--- config.mk ---
export PLATFORM = sky130hd
export DESIGN_NAME = lsu_mem_port_flat
export DESIGN_NICKNAME = d
export VERILOG_FILES = /design/src/rtl/lsu_mem_port_pkg.sv /design/src/rtl/lsu_mem_port_if.sv /design/src/rtl/lsu_align.sv /design/src/rtl/lsu_mem_port.sv /design/src/flat_wrapper.sv
export SDC_FILE = /design/constraint.sdc
export NUM_CORES = 1
export LEC_CHECK = 0
export CAP_MARGIN = 20
export CORE_UTILIZATION = 45
export DETAILED_ROUTE_END_ITERATION = 10
export GPL_TIMING_DRIVEN = 0
export PLACE_DENSITY = 0.82
export SLEW_MARGIN = 20
export SYNTH_ARGS = -nofsm -noshare
export SYNTH_HDL_FRONTEND = slang
export SYNTH_SLANG_ARGS = --single-unit
--- constraint.sdc ---
create_clock -name clk -period 2.8 [get_ports clk]
set_input_delay 0.7 -clock clk [delete_from_list [all_inputs] [get_ports clk]]
set_output_delay 0.7 -clock clk [all_outputs]
set_load 0.1 [all_outputs]
--- src/rtl/lsu_mem_port_pkg.sv ---
// lsu_mem_port_pkg: shared encodings, constants and legality check for the LSU memory port.
package lsu_mem_port_pkg;
    localparam logic [2:0] F3_B  = 3'b000;
    localparam logic [2:0] F3_H  = 3'b001;
    localparam logic [2:0] F3_W  = 3'b010;
    localparam logic [2:0] F3_BU = 3'b100;
    localparam logic [2:0] F3_HU = 3'b101;
    localparam logic [31:0] NOP = 32'h0000_0013;
    localparam logic [3:0] STRB_NONE = 4'b0000;
    localparam logic [3:0] STRB_LO   = 4'b0011;
    localparam logic [3:0] STRB_HI   = 4'b1100;
    localparam logic [3:0] STRB_ALL  = 4'b1111;
    typedef enum logic {S_IDLE, S_WAIT} state_t;
    typedef enum logic [1:0] {K_NONE, K_FETCH, K_READ, K_WRITE} kind_t;
    // Unsigned sizes exist only for loads; stores reject them.
    function automatic logic legal(kind_t k, logic [2:0] f3, logic [1:0] a);
        return k == K_FETCH ? a == 2'b00 :
               f3 == F3_W ? a == 2'b00 :
               (f3 == F3_H || (f3 == F3_HU && k == K_READ)) ? !a[0] :
               (f3 == F3_B || (f3 == F3_BU && k == K_READ));
    endfunction
endpackage

--- src/rtl/lsu_mem_port_if.sv ---
// lsu_mem_port_if: valid/ready memory bus between the LSU port and the unified memory.
interface lsu_mem_port_if;
    logic        mem_valid;
    logic        mem_ready;
    logic [31:0] mem_addr;
    logic [3:0]  mem_wstrb;
    logic [31:0] mem_wdata;
    logic [31:0] mem_rdata;
    modport master (output mem_valid, mem_addr, mem_wstrb, mem_wdata, input mem_ready, mem_rdata);
    modport slave  (input mem_valid, mem_addr, mem_wstrb, mem_wdata, output mem_ready, mem_rdata);
endinterface

--- src/rtl/lsu_align.sv ---
// lsu_align: store lane steering/strobes and load byte/half extraction with extension.
module lsu_align import lsu_mem_port_pkg::*; (
    input  logic [2:0]  funct3,
    input  logic [1:0]  off,
    input  logic [31:0] wdata,
    input  logic [31:0] raw,
    output logic [3:0]  wstrb,
    output logic [31:0] wlane,
    output logic [31:0] rext
);
    logic [7:0]  b;
    logic [15:0] h;
    always_comb begin
        b = raw[{off, 3'b000} +: 8];
        h = off[1] ? raw[31:16] : raw[15:0];
        wstrb = funct3[1:0] == 2'b00 ? 4'b0001 << off :
                funct3[1:0] == 2'b01 ? (off[1] ? STRB_HI : STRB_LO) : STRB_ALL;
        wlane = funct3[1:0] == 2'b00 ? {4{wdata[7:0]}} :
                funct3[1:0] == 2'b01 ? {2{wdata[15:0]}} : wdata;
        rext = funct3 == F3_B  ? {{24{b[7]}}, b} :
               funct3 == F3_H  ? {{16{h[15]}}, h} :
               funct3 == F3_BU ? {24'h0, b} :
               funct3 == F3_HU ? {16'h0, h} : raw;
    end
endmodule

--- src/rtl/lsu_mem_port.sv ---
// lsu_mem_port: one-at-a-time fetch/load/store port to unified memory,
// holding the instruction register and the load-data register.
module lsu_mem_port import lsu_mem_port_pkg::*; #(
    parameter logic [31:0] RESET_INSTR = NOP
) (
    input  logic           clk,
    input  logic           resetn,
    input  logic           req_fetch,
    input  logic           req_read,
    input  logic           req_write,
    input  logic [2:0]     funct3,
    input  logic [31:0]    addr,
    input  logic [31:0]    wdata,
    output logic           busy,
    output logic           done,
    output logic           fault,
    output logic [31:0]    instr,
    output logic [6:0]     op,
    output logic [2:0]     instr_funct3,
    output logic [31:0]    rdata,
    lsu_mem_port_if.master mem
);
    state_t      state, state_nx;
    kind_t       kind_q, kind_nx;
    logic [2:0]  f3_q;
    logic [31:0] addr_q, wdata_q;
    logic        accept, flt, cmp;
    logic [3:0]  strb;
    logic [31:0] wlane, rext;
    // Fetch outranks write, write outranks read; losers are dropped.
    always_comb begin
        kind_nx = req_fetch ? K_FETCH : req_write ? K_WRITE : req_read ? K_READ : K_NONE;
        accept = state == S_IDLE && kind_nx != K_NONE && legal(kind_nx, funct3, addr[1:0]);
        flt = state == S_IDLE && kind_nx != K_NONE && !legal(kind_nx, funct3, addr[1:0]);
        cmp = state == S_WAIT && mem.mem_ready;
        state_nx = accept ? S_WAIT : cmp ? S_IDLE : state;
    end
    always_ff @(posedge clk or negedge resetn) begin
        if (!resetn) begin
            state   <= S_IDLE;
            kind_q  <= K_NONE;
            f3_q    <= '0;
            addr_q  <= '0;
            wdata_q <= '0;
            done    <= 1'b0;
            fault   <= 1'b0;
            instr   <= RESET_INSTR;
            rdata   <= '0;
        end else begin
            state <= state_nx;
            done  <= cmp || flt;
            fault <= flt;
            if (accept) begin
                kind_q  <= kind_nx;
                f3_q    <= funct3;
                addr_q  <= addr;
                wdata_q <= wdata;
            end
            if (cmp && kind_q == K_FETCH) instr <= mem.mem_rdata;
            if (cmp && kind_q == K_READ) rdata <= rext;
        end
    end
    lsu_align u_align (
        .funct3 (f3_q),
        .off    (addr_q[1:0]),
        .wdata  (wdata_q),
        .raw    (mem.mem_rdata),
        .wstrb  (strb),
        .wlane  (wlane),
        .rext   (rext)
    );
    // Memory side is driven only from latched values so it holds steady in WAIT.
    assign busy          = state == S_WAIT;
    assign mem.mem_valid = state == S_WAIT;
    assign mem.mem_addr  = {addr_q[31:2], 2'b00};
    assign mem.mem_wstrb = kind_q == K_WRITE ? strb : STRB_NONE;
    assign mem.mem_wdata = wlane;
    assign op            = instr[6:0];
    assign instr_funct3  = instr[14:12];
endmodule
--- src/flat_wrapper.sv ---
// flat-port wrapper written by rule: the top's interface ports become plain ports
module lsu_mem_port_flat import lsu_mem_port_pkg::*;
#(
    parameter logic [31:0] RESET_INSTR = NOP
)
  (clk, resetn, req_fetch, req_read, req_write, funct3, addr, wdata, busy, done, fault, instr, op, instr_funct3, rdata, mem_mem_valid, mem_mem_addr, mem_mem_wstrb, mem_mem_wdata, mem_mem_ready, mem_mem_rdata);
  lsu_mem_port_if mem_i ();
  input  logic clk;
  input  logic resetn;
  input  logic req_fetch;
  input  logic req_read;
  input  logic req_write;
  input  logic [2:0] funct3;
  input  logic [31:0] addr;
  input  logic [31:0] wdata;
  output logic busy;
  output logic done;
  output logic fault;
  output logic [31:0] instr;
  output logic [6:0] op;
  output logic [2:0] instr_funct3;
  output logic [31:0] rdata;
  output wire logic [$bits(mem_i.mem_valid)-1:0] mem_mem_valid;
  output wire logic [$bits(mem_i.mem_addr)-1:0] mem_mem_addr;
  output wire logic [$bits(mem_i.mem_wstrb)-1:0] mem_mem_wstrb;
  output wire logic [$bits(mem_i.mem_wdata)-1:0] mem_mem_wdata;
  input wire logic [$bits(mem_i.mem_ready)-1:0] mem_mem_ready;
  input wire logic [$bits(mem_i.mem_rdata)-1:0] mem_mem_rdata;
  assign mem_mem_valid = mem_i.mem_valid;
  assign mem_mem_addr = mem_i.mem_addr;
  assign mem_mem_wstrb = mem_i.mem_wstrb;
  assign mem_mem_wdata = mem_i.mem_wdata;
  assign mem_i.mem_ready = mem_mem_ready;
  assign mem_i.mem_rdata = mem_mem_rdata;
  lsu_mem_port #(.RESET_INSTR(RESET_INSTR)) u_core (.clk(clk), .resetn(resetn), .req_fetch(req_fetch), .req_read(req_read), .req_write(req_write), .funct3(funct3), .addr(addr), .wdata(wdata), .busy(busy), .done(done), .fault(fault), .instr(instr), .op(op), .instr_funct3(instr_funct3), .rdata(rdata), .mem(mem_i));
endmodule
### Word level (Yosys, flattened, before mapping)

Cells that the tools add are included.

* register bits: 136

* shift-type cells: 2
* reductions and logical operators: 19
* eq/ne operators: 13
* muxes and demuxes: 19
* bitwise logic cells: 1

Operators by type and width (number)
* two-way mux 32 bit: 6
* variable part select 32 x 6 -> 8 bit: 1
* two-way mux 16 bit: 1
* two-way mux 4 bit: 4
* == test 3 bit (second input constant): 4
* logical AND 1 bit: 8
* == test 2 x 1 -> 1 bit (second input constant): 3
* == test 2 bit (second input constant): 3
* == test 3 x 1 -> 1 bit (second input constant): 2
* logical NOT 3 bit: 2
* two-way mux 2 bit: 3
* two-way mux 1 bit: 5
* logical NOT 2 bit: 2
* nonzero test 2 bit: 2
* << shifter 1 x 2 -> 4 bit (first input constant): 1
* == test 3 x 2 -> 1 bit (second input constant): 1
* logical OR 1 bit: 3
* logical NOT 1 bit: 2
* NOT 1 bit: 1

### Logic depth before layout (Yosys ltp)

* depth after elaboration: 12
* gate-level depth with buffers: 6
* gate-level depth less buffers: 4

### Cells and area by module

Synthesis repeated with hierarchy kept, for this count alone.

* cells, all modules: 515
* area, all modules: 6841.6 sq um

By module, submodules not included
* lsu_mem_port: cells each 352, seq. area each 3407.0 sq um, area an instance 5756.8 sq um, instances 1
* lsu_align: cells each 163, seq. area each 0.0 sq um, area an instance 1084.8 sq um, instances 1

### Worst setup path after synthesis

OpenSTA, ideal clock, no wires.

* path type: register to output
* start: register u_core.f3_q[0]
* end: output port mem_mem_wdata[25]
* setup slack: -1.053 ns
* arrival time: 3.153 ns
* stages on the path, launching flop included: 6
* path through: dfrtp_1 -> clkbuf_1 -> buf_2 -> buf_2 -> mux2i_1 -> o21ai_0

* longest elaborated chain between the ends: 3

Ends and longest elaborated chain
* start, declared: RTL line lsu_mem_port.sv:25 `logic [2:0] f3_q;`
* start signal, assigned: RTL line lsu_mem_port.sv:55 `f3_q <= funct3;`
* == test 2 x 1 -> 1 bit: RTL line lsu_align.sv:19 `funct3[1:0] == 2'b01 ? {2{wdata[15:0]}} : wdata;`
* two-way mux 32 bit: RTL line lsu_align.sv:19
* two-way mux 32 bit *: RTL line lsu_align.sv:18 `wlane = funct3[1:0] == 2'b00 ? {4{wdata[7:0]}} :`
* end, declared: RTL line flat_wrapper.sv:26 `output wire logic [$bits(mem_i.mem_wdata)-1:0] mem_mem_wdata;`

Mark *: on every way between the ends. The rest lies on a longest branch, timed or not.

### Final worst setup path

* start: register u_core.instr[14]
* end: output port instr_funct3[2]

RTL lines
* start, declared: RTL line lsu_mem_port.sv:17 `output logic [31:0] instr,`
* start signal, assigned: RTL line lsu_mem_port.sv:59 `if (cmp && kind_q == K_FETCH) instr <= mem.mem_rdata;`
* end, declared: RTL line flat_wrapper.sv:21 `output logic [2:0] instr_funct3;`

No word-level cell between the ends.

==> qor.yml <==
cts:
  worstSkewPairLatency_ns: 0.44
  clockBufferDepth: 2
  tritoncts: "done"
  cts_made_buffers: 17
  cts_num_sinks: 136
  hold_buffers: 0
  htreeDepth: 4
  cts_root_buf: "clkbuf_16"
  clk_pin_slew_ns: 0.06
timing:
  setup_tns_ns: 0
  final.setup_skew_ns: 0.0205
  timing.final.crit_share_pct: 98.2
  hold_ws_ns: 0.226
  rsz0062_at_grt: "false"
  drv_slew: 0
  tightestPinTransition_ns: 1.04
  max_freq_ghz: 0.364
  finalHoldViolCount: 0
  setup_viol_count_final: 0
  slew_headroom_pct: 30.2
  fin_crit_ns: 2.75
route:
  routed_via_density: 5.27
  ant_nets: 0
  wl_per_cell_um: 18.6
  vias: 5298
  drt_iter0_markers: 248
  dr.pass1.iters: 5
  finalWirelength_um: 18700
  drcViolationCount: 0
synth:
  ys.flop_type: "dfrtp_1"
  synthAdderAreaFrac_pct: 0
  synth_simple_gate_area_share_pct: 6.28
  yosys_warnings: 0
  yosysUniqueCellTypes: 40
  synth.mux.area_fraction_pct: 22.5
  post_synth.cell_area_avg_sq_um: 12.1
  synth-xor-area-share_pct: 0
  synth-edff-count: 0
  ys_seq_elements: 136
  synth_seq_area_share_pct: 51.9
  syn_inst: 543
  syn_area_sq_um: 6570
  synth_top_family_by_area: "multiplexers"
  synth_compound_area_share_pct: 10.3
  async_reset_ff_share_pct: 100
floorplan:
  core_area_sq_um: 14000
  row_count: 43
  dieHeight_um: 123
  pin_count: 251
  die_area_sq_um: 15100
  initial_core_util_pct: 46.8
  die_x_um: 123
setup_path:
  end_kind: "output port"
  path_buf_inv: 2
  path_max_fanout: 3
  arrival_ns: 2.05
  crit_chain: "buf_4, clkdlybuf4s50_1"
  critical_path.top_delay_family: "buffers and inverters"
  start_kind: "flop"
  cp.required_ns: 2.10
  critical_path_class: "reg2out"
  cp_slowest_cell: "clkdlybuf4s50_1"
  cpPeakStageDelay_ns: 1.13
layout:
  final_cell_mix: "clkdlybuf4s50_1, dfrtp_1, mux2_2"
  finalNetCount: 917
  final_common_cell: "clkdlybuf4s50_1"
  drive_gt1_share_pct: 34.2
  area_delta_synth_final_pct: 50.9
  diodes: 0
  stdcell_area_sq_um: 9920
  stdcell_count: 1005
global_route:
  antenna_found_initial: 0
  grt_pass1_vias: 5527
  gr-total-overflow: 0
  grt_pass1_wl_um: 28900
  track_usage_pct: 25.8
  grt_max_degree: 70
hold_path:
  hold_path.class: "in2async"
placed_design:
  hpwl_um: 14100
  portBuffers: 248
  routabilityCongestion: 0.888
  dp.cells: 973
  place_area_sq_um: 9350
job:
  drv_cap: 0
outcome:
  status: "finished, final reports clean"
## cell usage after synthesis (all sizes together) (7+ instances only)
cell,instances,area [sq um]
nor3,9,50.1
nand2,33,126
clkbuf,13,48.8
a21oi,22,114
dfrtp,133,3330
buf,70,519
nor2,20,75.1
mux2i,12,120
mux2,115,1360
o211ai,17,128
a31oi,14,87.6
nand2b,10,62.6
o21ai,30,150
or3,7,43.8
a22oi,7,52.6
## layout make-up
cell class              instances  area, sq um
fillers                       989         4130
flip-flops and latches        136         3410
multi-input cells             319         2630
repair buffers                250         2420
plain buffers                  82          582
clock buffers                  21          480
well taps                     180          225
clock inverters                11          144
inverters                       6         22.5
## through the flow
step	utilization (%)	setup slack, ns
2_1_floorplan	-	-0.299
3_3_place_gp	66.4	-4.16
3_5_place_dp	66.6	-0.853
4_1_cts	70.5	0.00209
5_1_grt	70.6	0.00948
6_report	70.6	0.0497
## worst paths after layout
| check | from | endpoint | slack [ns] | cells after the start |
|---|---|---|---|---|
| min reg2reg | u_core.instr[21] | u_core.instr[21] | 0.50 | 1 |
| max in group asynchronous | resetn | u_core.instr[0] | 1.84 | 2 |
| min | resetn | u_core.instr[13] | 0.23 | 1 |
| max reg2reg | u_core.busy | u_core.rdata[26] | 0.73 | 5 |
| max | u_core.instr[14] | instr_funct3[2] | 0.05 | 2 |
| min in group clk | u_core.instr[21] | u_core.instr[21] | 0.50 | 1 |
## sequential cells by signal (all words and copies together), names as in the netlist
register        flops
u_core.addr_q      32
u_core.busy         1
u_core.done         1
u_core.f3_q         3
u_core.fault        1
u_core.instr       32
u_core.kind_q       2
u_core.rdata       32
u_core.wdata_q     32
## metal layers
metal / track usage, % / routed length, um / vias to the layer above
met5: 0 / 0 / -
met4: 12.2 / 581 / 0
met3: 6.97 / 1300 / 54
met2: 43.4 / 9410 / 232
met1: 30.5 / 7380 / 2584
li1: - / - / 2428
## cell families after synthesis
logic type | after synthesis
DFF | 136
muxes | 127
AOI/OAI and AO/OA | 104
buffers and inverters | 89
and+or+nand+nor | 86
other | 1
## timing repair
action                     in CTS  in global routing
buffers inserted                1                  0
setup endpoints to repair      43                 25
cloned                          0                  0
resized for setup             172                 10
pin swaps                       1                  0
Power is left out: the tool's default activity adds up to more than one toggle a clock period on the data nets, which glitch-free logic cannot reach.
